<file path="config.mk">
export PLATFORM = sky130hd
export DESIGN_NAME = vga_pixel_pipeline_flat
export DESIGN_NICKNAME = d
export VERILOG_FILES = /design/src/rtl/vga_pixel_pipeline_if.sv /design/src/rtl/vga_pixel_pipeline.sv /design/src/flat_wrapper.sv
export SDC_FILE = /design/constraint.sdc
export NUM_CORES = 1
export LEC_CHECK = 0
export CAP_MARGIN = 20
export CORE_MARGIN = 2
export CORE_UTILIZATION = 44
export DETAILED_ROUTE_END_ITERATION = 8
export PLACE_DENSITY = 0.83
export SYNTH_ARGS = -nofsm -noshare
export SYNTH_HDL_FRONTEND = slang
export SYNTH_SLANG_ARGS = --single-unit
export TNS_END_PERCENT = 100
</file>
<file path="constraint.sdc">
create_clock -name pix_clk -period 4.75 [get_ports pix_clk]
set_input_delay 0.475 -clock pix_clk [delete_from_list [all_inputs] [get_ports pix_clk]]
set_output_delay 0.475 -clock pix_clk [all_outputs]
set_load 0.02 [all_outputs]
</file>
<file path="src/rtl/vga_pixel_pipeline_if.sv">
// ---------------------------------------------------------------------------
// vga_pixel_pipeline_if
//   Framebuffer read port between the VGA pixel pipeline (master) and the
//   double-buffered framebuffer memory (slave).
//
//   fb_rd_en  master->slave  read strobe
//   fb_addr   master->slave  read address, ADDR_W bits
//   fb_bank   master->slave  bank currently being displayed
//   fb_rdata  slave->master  {r[3:0],g[3:0],b[3:0]}, valid a fixed number
//                            of cycles after fb_rd_en/fb_addr
// ---------------------------------------------------------------------------
interface vga_pixel_pipeline_if #(
  parameter int ADDR_W = 15
);

  logic              fb_rd_en;
  logic [ADDR_W-1:0] fb_addr;
  logic              fb_bank;
  logic [11:0]       fb_rdata;

  modport master (
    output fb_rd_en,
    output fb_addr,
    output fb_bank,
    input  fb_rdata
  );

  modport slave (
    input  fb_rd_en,
    input  fb_addr,
    input  fb_bank,
    output fb_rdata
  );

endinterface

</file>
<file path="src/rtl/vga_pixel_pipeline.sv">
// ---------------------------------------------------------------------------
// vga_pixel_pipeline
//   Consumes the raw 640x480@60 pixel cursor, fetches pixels from a 160x120
//   double-buffered framebuffer with 4x replication in both axes, and drives
//   registered 4:4:4 RGB plus negative-polarity syncs. Colour and syncs share
//   the same RD_LAT+2 cycle latency. Also swaps the displayed bank at the
//   start of vertical blanking on request from the renderer.
//
//   pix_clk      pixel clock, all logic on its rising edge
//   reset        synchronous, active-high
//   hcount       cursor x, 0..799
//   vcount       cursor y, 0..524
//   active       cursor visible-region flag
//   hsync/vsync  cursor syncs, active-high
//   swap_req     one-cycle request to swap banks at the next vblank
//   fb           framebuffer read port (master side)
//   vga_r/g/b    registered colour, forced to 0 while blanking
//   vga_hsync    active-low hsync, aligned with colour
//   vga_vsync    active-low vsync, aligned with colour
//   frame_start  one-cycle pulse after the cursor sits at (0,0)
//   swap_done    one-cycle pulse in the cycle fb_bank changes
// ---------------------------------------------------------------------------
module vga_pixel_pipeline #(
  parameter int RD_LAT = 2,
  parameter int FB_W   = 160,
  parameter int FB_H   = 120,
  parameter int ADDR_W = 15
) (
  input  logic                 pix_clk,
  input  logic                 reset,
  input  logic [9:0]           hcount,
  input  logic [9:0]           vcount,
  input  logic                 active,
  input  logic                 hsync,
  input  logic                 vsync,
  input  logic                 swap_req,
  vga_pixel_pipeline_if.master fb,
  output logic [3:0]           vga_r,
  output logic [3:0]           vga_g,
  output logic [3:0]           vga_b,
  output logic                 vga_hsync,
  output logic                 vga_vsync,
  output logic                 frame_start,
  output logic                 swap_done
);

  // The row stride is hard-wired as (y<<7)+(y<<5), so only a 160-wide
  // framebuffer is supported; the delay line assumes a 1..4 cycle memory.
  if (RD_LAT < 1 || RD_LAT > 4 || FB_W != 160 ||
      FB_W * FB_H > (1 << ADDR_W)) begin : g_bad_params
    $error("vga_pixel_pipeline: unsupported RD_LAT/FB_W/FB_H/ADDR_W");
  end

  // -------------------------------------------------------------------------
  // Stage A: address generation
  // -------------------------------------------------------------------------
  logic [7:0]        x;
  logic [7:0]        y;
  logic [ADDR_W-1:0] addr_next;

  assign x = hcount[9:2];
  assign y = vcount[9:2];

  // y*160 + x without a multiplier; arithmetic wraps at ADDR_W.
  assign addr_next = (ADDR_W'(y) << 7) + (ADDR_W'(y) << 5) + ADDR_W'(x);

  always_ff @(posedge pix_clk) begin
    if (reset) begin
      fb.fb_rd_en <= 1'b0;
      fb.fb_addr  <= '0;
    end else begin
      fb.fb_rd_en <= active;
      fb.fb_addr  <= active ? addr_next : '0;
    end
  end

  // -------------------------------------------------------------------------
  // Control delay line: RD_LAT+1 stages here, the output register below is
  // the final stage, so control and colour leave together.
  // -------------------------------------------------------------------------
  logic [RD_LAT:0] act_dly;
  logic [RD_LAT:0] hs_dly;
  logic [RD_LAT:0] vs_dly;

  always_ff @(posedge pix_clk) begin
    if (reset) begin
      act_dly <= '0;
      hs_dly  <= '0;
      vs_dly  <= '0;
    end else begin
      // NOTE: non-blocking assignment makes every stage capture its
      // neighbour's pre-edge value, so this is a true shift register.
      act_dly <= {act_dly[RD_LAT-1:0], active};
      hs_dly  <= {hs_dly[RD_LAT-1:0],  hsync};
      vs_dly  <= {vs_dly[RD_LAT-1:0],  vsync};
    end
  end

  // -------------------------------------------------------------------------
  // Stage B: colour capture with blanking, sync inversion
  // -------------------------------------------------------------------------
  always_ff @(posedge pix_clk) begin
    if (reset) begin
      {vga_r, vga_g, vga_b} <= '0;
      vga_hsync             <= 1'b1;
      vga_vsync             <= 1'b1;
    end else begin
      {vga_r, vga_g, vga_b} <= act_dly[RD_LAT] ? fb.fb_rdata : 12'h000;
      vga_hsync             <= ~hs_dly[RD_LAT];
      vga_vsync             <= ~vs_dly[RD_LAT];
    end
  end

  // -------------------------------------------------------------------------
  // Frame start marker
  // -------------------------------------------------------------------------
  always_ff @(posedge pix_clk) begin
    if (reset) begin
      frame_start <= 1'b0;
    end else begin
      frame_start <= (hcount == 10'd0) && (vcount == 10'd0);
    end
  end

  // -------------------------------------------------------------------------
  // Bank swap. The swap point is the first pixel of the first blanking line,
  // so no visible pixel can still be in flight when fb_bank changes.
  // A request landing on the swap point itself is honoured immediately.
  // -------------------------------------------------------------------------
  logic swap_point;
  logic pending;

  assign swap_point = (hcount == 10'd0) && (vcount == 10'd480);

  always_ff @(posedge pix_clk) begin
    if (reset) begin
      fb.fb_bank <= 1'b0;
      swap_done  <= 1'b0;
      pending    <= 1'b0;
    end else if (swap_point && (pending || swap_req)) begin
      fb.fb_bank <= ~fb.fb_bank;
      swap_done  <= 1'b1;
      pending    <= 1'b0;
    end else begin
      swap_done <= 1'b0;
      if (swap_req) begin
        pending <= 1'b1;
      end
    end
  end

endmodule

</file>
<file path="src/flat_wrapper.sv">
// flat-port wrapper written by rule: the top's interface ports become plain ports
module vga_pixel_pipeline_flat 
#(
  parameter int RD_LAT = 2,
  parameter int FB_W   = 160,
  parameter int FB_H   = 120,
  parameter int ADDR_W = 15
)
  (pix_clk, reset, hcount, vcount, active, hsync, vsync, swap_req, vga_r, vga_g, vga_b, vga_hsync, vga_vsync, frame_start, swap_done, fb_fb_rd_en, fb_fb_addr, fb_fb_bank, fb_fb_rdata);
  vga_pixel_pipeline_if #(.ADDR_W(ADDR_W)) fb_i ();
  input  logic pix_clk;
  input  logic reset;
  input  logic [9:0] hcount;
  input  logic [9:0] vcount;
  input  logic active;
  input  logic hsync;
  input  logic vsync;
  input  logic swap_req;
  output logic [3:0] vga_r;
  output logic [3:0] vga_g;
  output logic [3:0] vga_b;
  output logic vga_hsync;
  output logic vga_vsync;
  output logic frame_start;
  output logic swap_done;
  output wire logic [$bits(fb_i.fb_rd_en)-1:0] fb_fb_rd_en;
  output wire logic [$bits(fb_i.fb_addr)-1:0] fb_fb_addr;
  output wire logic [$bits(fb_i.fb_bank)-1:0] fb_fb_bank;
  input wire logic [$bits(fb_i.fb_rdata)-1:0] fb_fb_rdata;
  assign fb_fb_rd_en = fb_i.fb_rd_en;
  assign fb_fb_addr = fb_i.fb_addr;
  assign fb_fb_bank = fb_i.fb_bank;
  assign fb_i.fb_rdata = fb_fb_rdata;
  vga_pixel_pipeline #(.RD_LAT(RD_LAT), .FB_W(FB_W), .FB_H(FB_H), .ADDR_W(ADDR_W)) u_core (.pix_clk(pix_clk), .reset(reset), .hcount(hcount), .vcount(vcount), .active(active), .hsync(hsync), .vsync(vsync), .swap_req(swap_req), .fb(fb_i), .vga_r(vga_r), .vga_g(vga_g), .vga_b(vga_b), .vga_hsync(vga_hsync), .vga_vsync(vga_vsync), .frame_start(frame_start), .swap_done(swap_done));
endmodule
</file>
==> flow_metrics.py <==
metrics = {
    "synthesis": {
        "syn-mean-instance-area_um2": 10.6,
        "synth_seq_cells": 42,
        "synth.distinct_cells": 36,
        "ys.warnings.count": 0,
        "synth.yosys.seq_area_share": 0.501,
        "synth_nets": 213,
        "synthesis.instances": 158,
        "synth_area_um2": 1680,
    },
    "floorplanning": {
        "std_cell_rows": 22,
        "die_w_um": 65.7,
        "coreArea_um2": 3660,
        "ios": 71,
        "floorplan.die_area_um2": 4320,
        "starting_density_of_the_core": 0.458,
        "fp.dieH_um": 65.7,
    },
    "global_routing": {
        "antenna_violations_before_repair": 0,
        "grt.total_usage": 0.186,
        "grt.overflow.total": 0,
        "grt_max_degree": 17,
        "global_route_wire_length_before_repair_um": 5950,
        "first_global_vias": 1269,
    },
    "drt": {
        "detailroute.via_count": 1357,
        "antenna_nets_post_route": 0,
        "wirelength_um": 3630,
        "drc_errors": 0,
        "detail_route.iter0.violations": 21,
        "drt_first_pass_iters": 4,
        "wl_per_cell_um": 12.9,
        "drt-vias-per-instance": 4.83,
    },
    "timing": {
        "report.final.hold_viol_count": 0,
        "layout_min_cycle_time_ns": 2.81,
        "max_freq_mhz": 356,
        "timing_max_transition_violations_final": 0,
        "worst_slew_pin_slew_ns": 0.520,
        "fin_worst_skew_ns": 0.00193,
        "setup-tns-final_ns": 0,
        "rsz0062_at_grt": "false",
        "min_period_over_period": 0.591,
        "slew-limit-headroom": 0.653,
        "layout_setup_ws_ns": 1.94,
        "finish_stage_setup_viols": 0,
    },
    "power_and_ir_drop": {
        "vdd_ir_drop_max_v": 0.000154,
        "p_per_area_nw_per_um2": 314,
        "report.power.total_uw": 796,
        "power.static_leakage_nw": 1.03,
    },
    "finish": {
        "mostFrequentLayoutCell": "clkdlybuf4s50_1",
        "final_util": 0.693,
        "area_growth_pct": 51.3,
        "final_net_count": 287,
        "antenna_cells": 0,
        "layout-drive-gt1-share": 0.0429,
        "most-common-layout-cells": "clkdlybuf4s50_1 (70), dfxtp_1 (42), and2_1 (20), ha_1 (15), nor2b_1 (10)",
    },
    "setup_path": {
        "timing.critical_path.to_type": "register",
        "worstPathCellList": "clkdlybuf4s50_1 -> inv_1 -> fa_1 -> inv_1 -> fa_1 -> a211oi_1 -> o21ai_0 -> and3_1 -> nor3_1",
        "required_time_at_the_endpoint_of_the_critical_path_ns": 4.96,
        "slowest_stage": "clkdlybuf4s50_1",
        "timing.critical_path.buf_inv": 3,
        "crit_fanout": 3,
        "r2r_cells": 3,
        "cp_depth": 9,
        "cp_peak_stage_delay_ns": 0.53,
        "start_kind": "input port",
        "criticalPathCategory": "in2reg",
        "critical-path-top-delay-family": "adder cells",
        "worstPathArrival_ns": 3.02,
    },
    "placed_design": {
        "placement.setup.worst_slack_ns": 1.72,
        "place_hpwl_um": 2810,
        "buffer_ports.inserted": 70,
        "finalWeightedCongestion": 0.855,
    },
    "worst_hold_path": {
        "holdCritPathClass": "reg2reg",
        "hold_path_depth": 1,
    },
    "clocking": {
        "cts_root_buf": "clkbuf_8",
        "htree_num_levels": 2,
        "clk_latency_ns": 0.29,
        "cts.reportedPaths.clkPinSlew_ns": 0.07,
        "ctsResizeCount": 0,
        "clock_sinks": 42,
        "cts_post_setup_buffers_inserted": 0,
        "cts-root-to-sink-buffers": 2,
        "cts-buffers-inserted": 5,
        "tritoncts": "built",
        "cts-hold-fix-buffers": 0,
    },
    "status": {
        "result_of_the_run": "finished clean",
    },
    "run": {
        "max_capacitance_violation_count": 0,
    },
}
==> cell families (layout without fill, tap and decap cells) <==
kind of cell,count (synthesis),count (layout),synth area share
simple gates,67,67,0.250
flops,42,42,0.501
compound gates,20,20,0.0791
fa+ha+maj,17,17,0.136
buf+inv,10,85,0.0224
xor+xnor,1,1,0.00522
mux,1,1,0.00597
==> synth_stat cells <==
master | number | area share
a211oi_1 | 4 | 0.018
a21o_1 | 2 | 0.0090
a21oi_1 | 3 | 0.0090
a2bb2oi_1 | 1 | 0.0052
a31oi_1 | 1 | 0.0037
and2_1 | 20 | 0.075
and3_1 | 1 | 0.0037
clkbuf_1 | 3 | 0.0067
dfxtp_1 | 42 | 0.50
fa_1 | 2 | 0.024
ha_1 | 15 | 0.11
inv_1 | 6 | 0.013
inv_2 | 1 | 0.0022
mux2i_1 | 1 | 0.0060
nand2_1 | 1 | 0.0022
nand2b_1 | 4 | 0.015
nand3_1 | 1 | 0.0030
nand3b_1 | 1 | 0.0045
nand4_1 | 2 | 0.0075
nand4b_1 | 1 | 0.0052
nor2_1 | 7 | 0.016
nor2_8 | 1 | 0.012
nor2b_1 | 10 | 0.037
nor3_1 | 7 | 0.021
nor4_1 | 6 | 0.022
nor4_2 | 1 | 0.0075
o2111ai_1 | 1 | 0.0052
o211ai_1 | 1 | 0.0045
o21ai_0 | 3 | 0.0090
o21ai_1 | 1 | 0.0030
o21bai_1 | 1 | 0.0045
o22ai_1 | 1 | 0.0037
o31ai_1 | 1 | 0.0045
or3b_1 | 1 | 0.0052
or4_1 | 3 | 0.013
xnor2_1 | 1 | 0.0052
==> flip-flops by register name (all words and copies together) (netlist names) <==
| name | flops |
|---|---|
| u_core.frame_start | 1 |
| u_core.swap_done | 1 |
| u_core.vga_r | 4 |
| u_core.act_dly | 3 |
| u_core.pending | 1 |
| u_core.fb.fb_bank | 1 |
| u_core.hs_dly | 3 |
| u_core.vs_dly | 3 |
| u_core.vga_g | 4 |
| u_core.vga_b | 4 |
| u_core.fb.fb_addr | 15 |
| u_core.vga_vsync | 1 |
| u_core.vga_hsync | 1 |
==> per-layer routing <==
metal  up-vias  track usage  routed length, µm
met2        51        0.316               1810
met4         0       0.0703                 65
met3         8       0.0582                253
met5         -            0                  0
met1       596        0.217               1500
li1        702            -                  -
==> stage by stage <==
step / area (µm²) / hold WS [ns] / cells
2_1_floorplan: 1680 / 0.356 / 158
3_3_place_gp: 2430 / 0.359 / 273
3_5_place_dp: 2430 / 0.367 / 273
4_1_cts: 2540 / 0.385 / 281
5_1_grt: 2540 / 0.399 / 281
6_report: 2540 / 0.381 / 281
==> cell type report <==
| cell class | count | area (µm²) |
|---|---|---|
| clock buffers | 6 | 72.6 |
| clock inverters | 2 | 37.5 |
| fillers | 290 | 1120 |
| inverters | 7 | 26.3 |
| multi-input cells | 106 | 798 |
| flip-flops and latches | 42 | 841 |
| well taps | 48 | 60.1 |
| repair buffers | 70 | 701 |
==> path summary, 6_finish.rpt <==
path / start / endpoint / slack [ns]
worst max-delay path: vcount[2] / u_core.fb.fb_addr[14]$_SDFF_PP0_ / 1.94
worst min-delay path: u_core.vs_dly[2]$_SDFF_PP0_ / u_core.vga_vsync$_SDFF_PP1_ / 0.38
worst max register to register: u_core.pending$_SDFFE_PP0P_ / u_core.fb.fb_bank$_SDFFE_PP0P_ / 3.67
worst min register to register: u_core.vs_dly[2]$_SDFF_PP0_ / u_core.vga_vsync$_SDFF_PP1_ / 0.38
==> where the power goes <==
part	leakage [nW]	switching, mW	internal, mW	total (mW)
logic	0.632	0.0723	0.0804	0.153
registers	0.343	0.00436	0.366	0.371
clock network	0.0514	0.116	0.157	0.272
total	1.03	0.192	0.603	0.796
(Power assumes the default switching activity.)
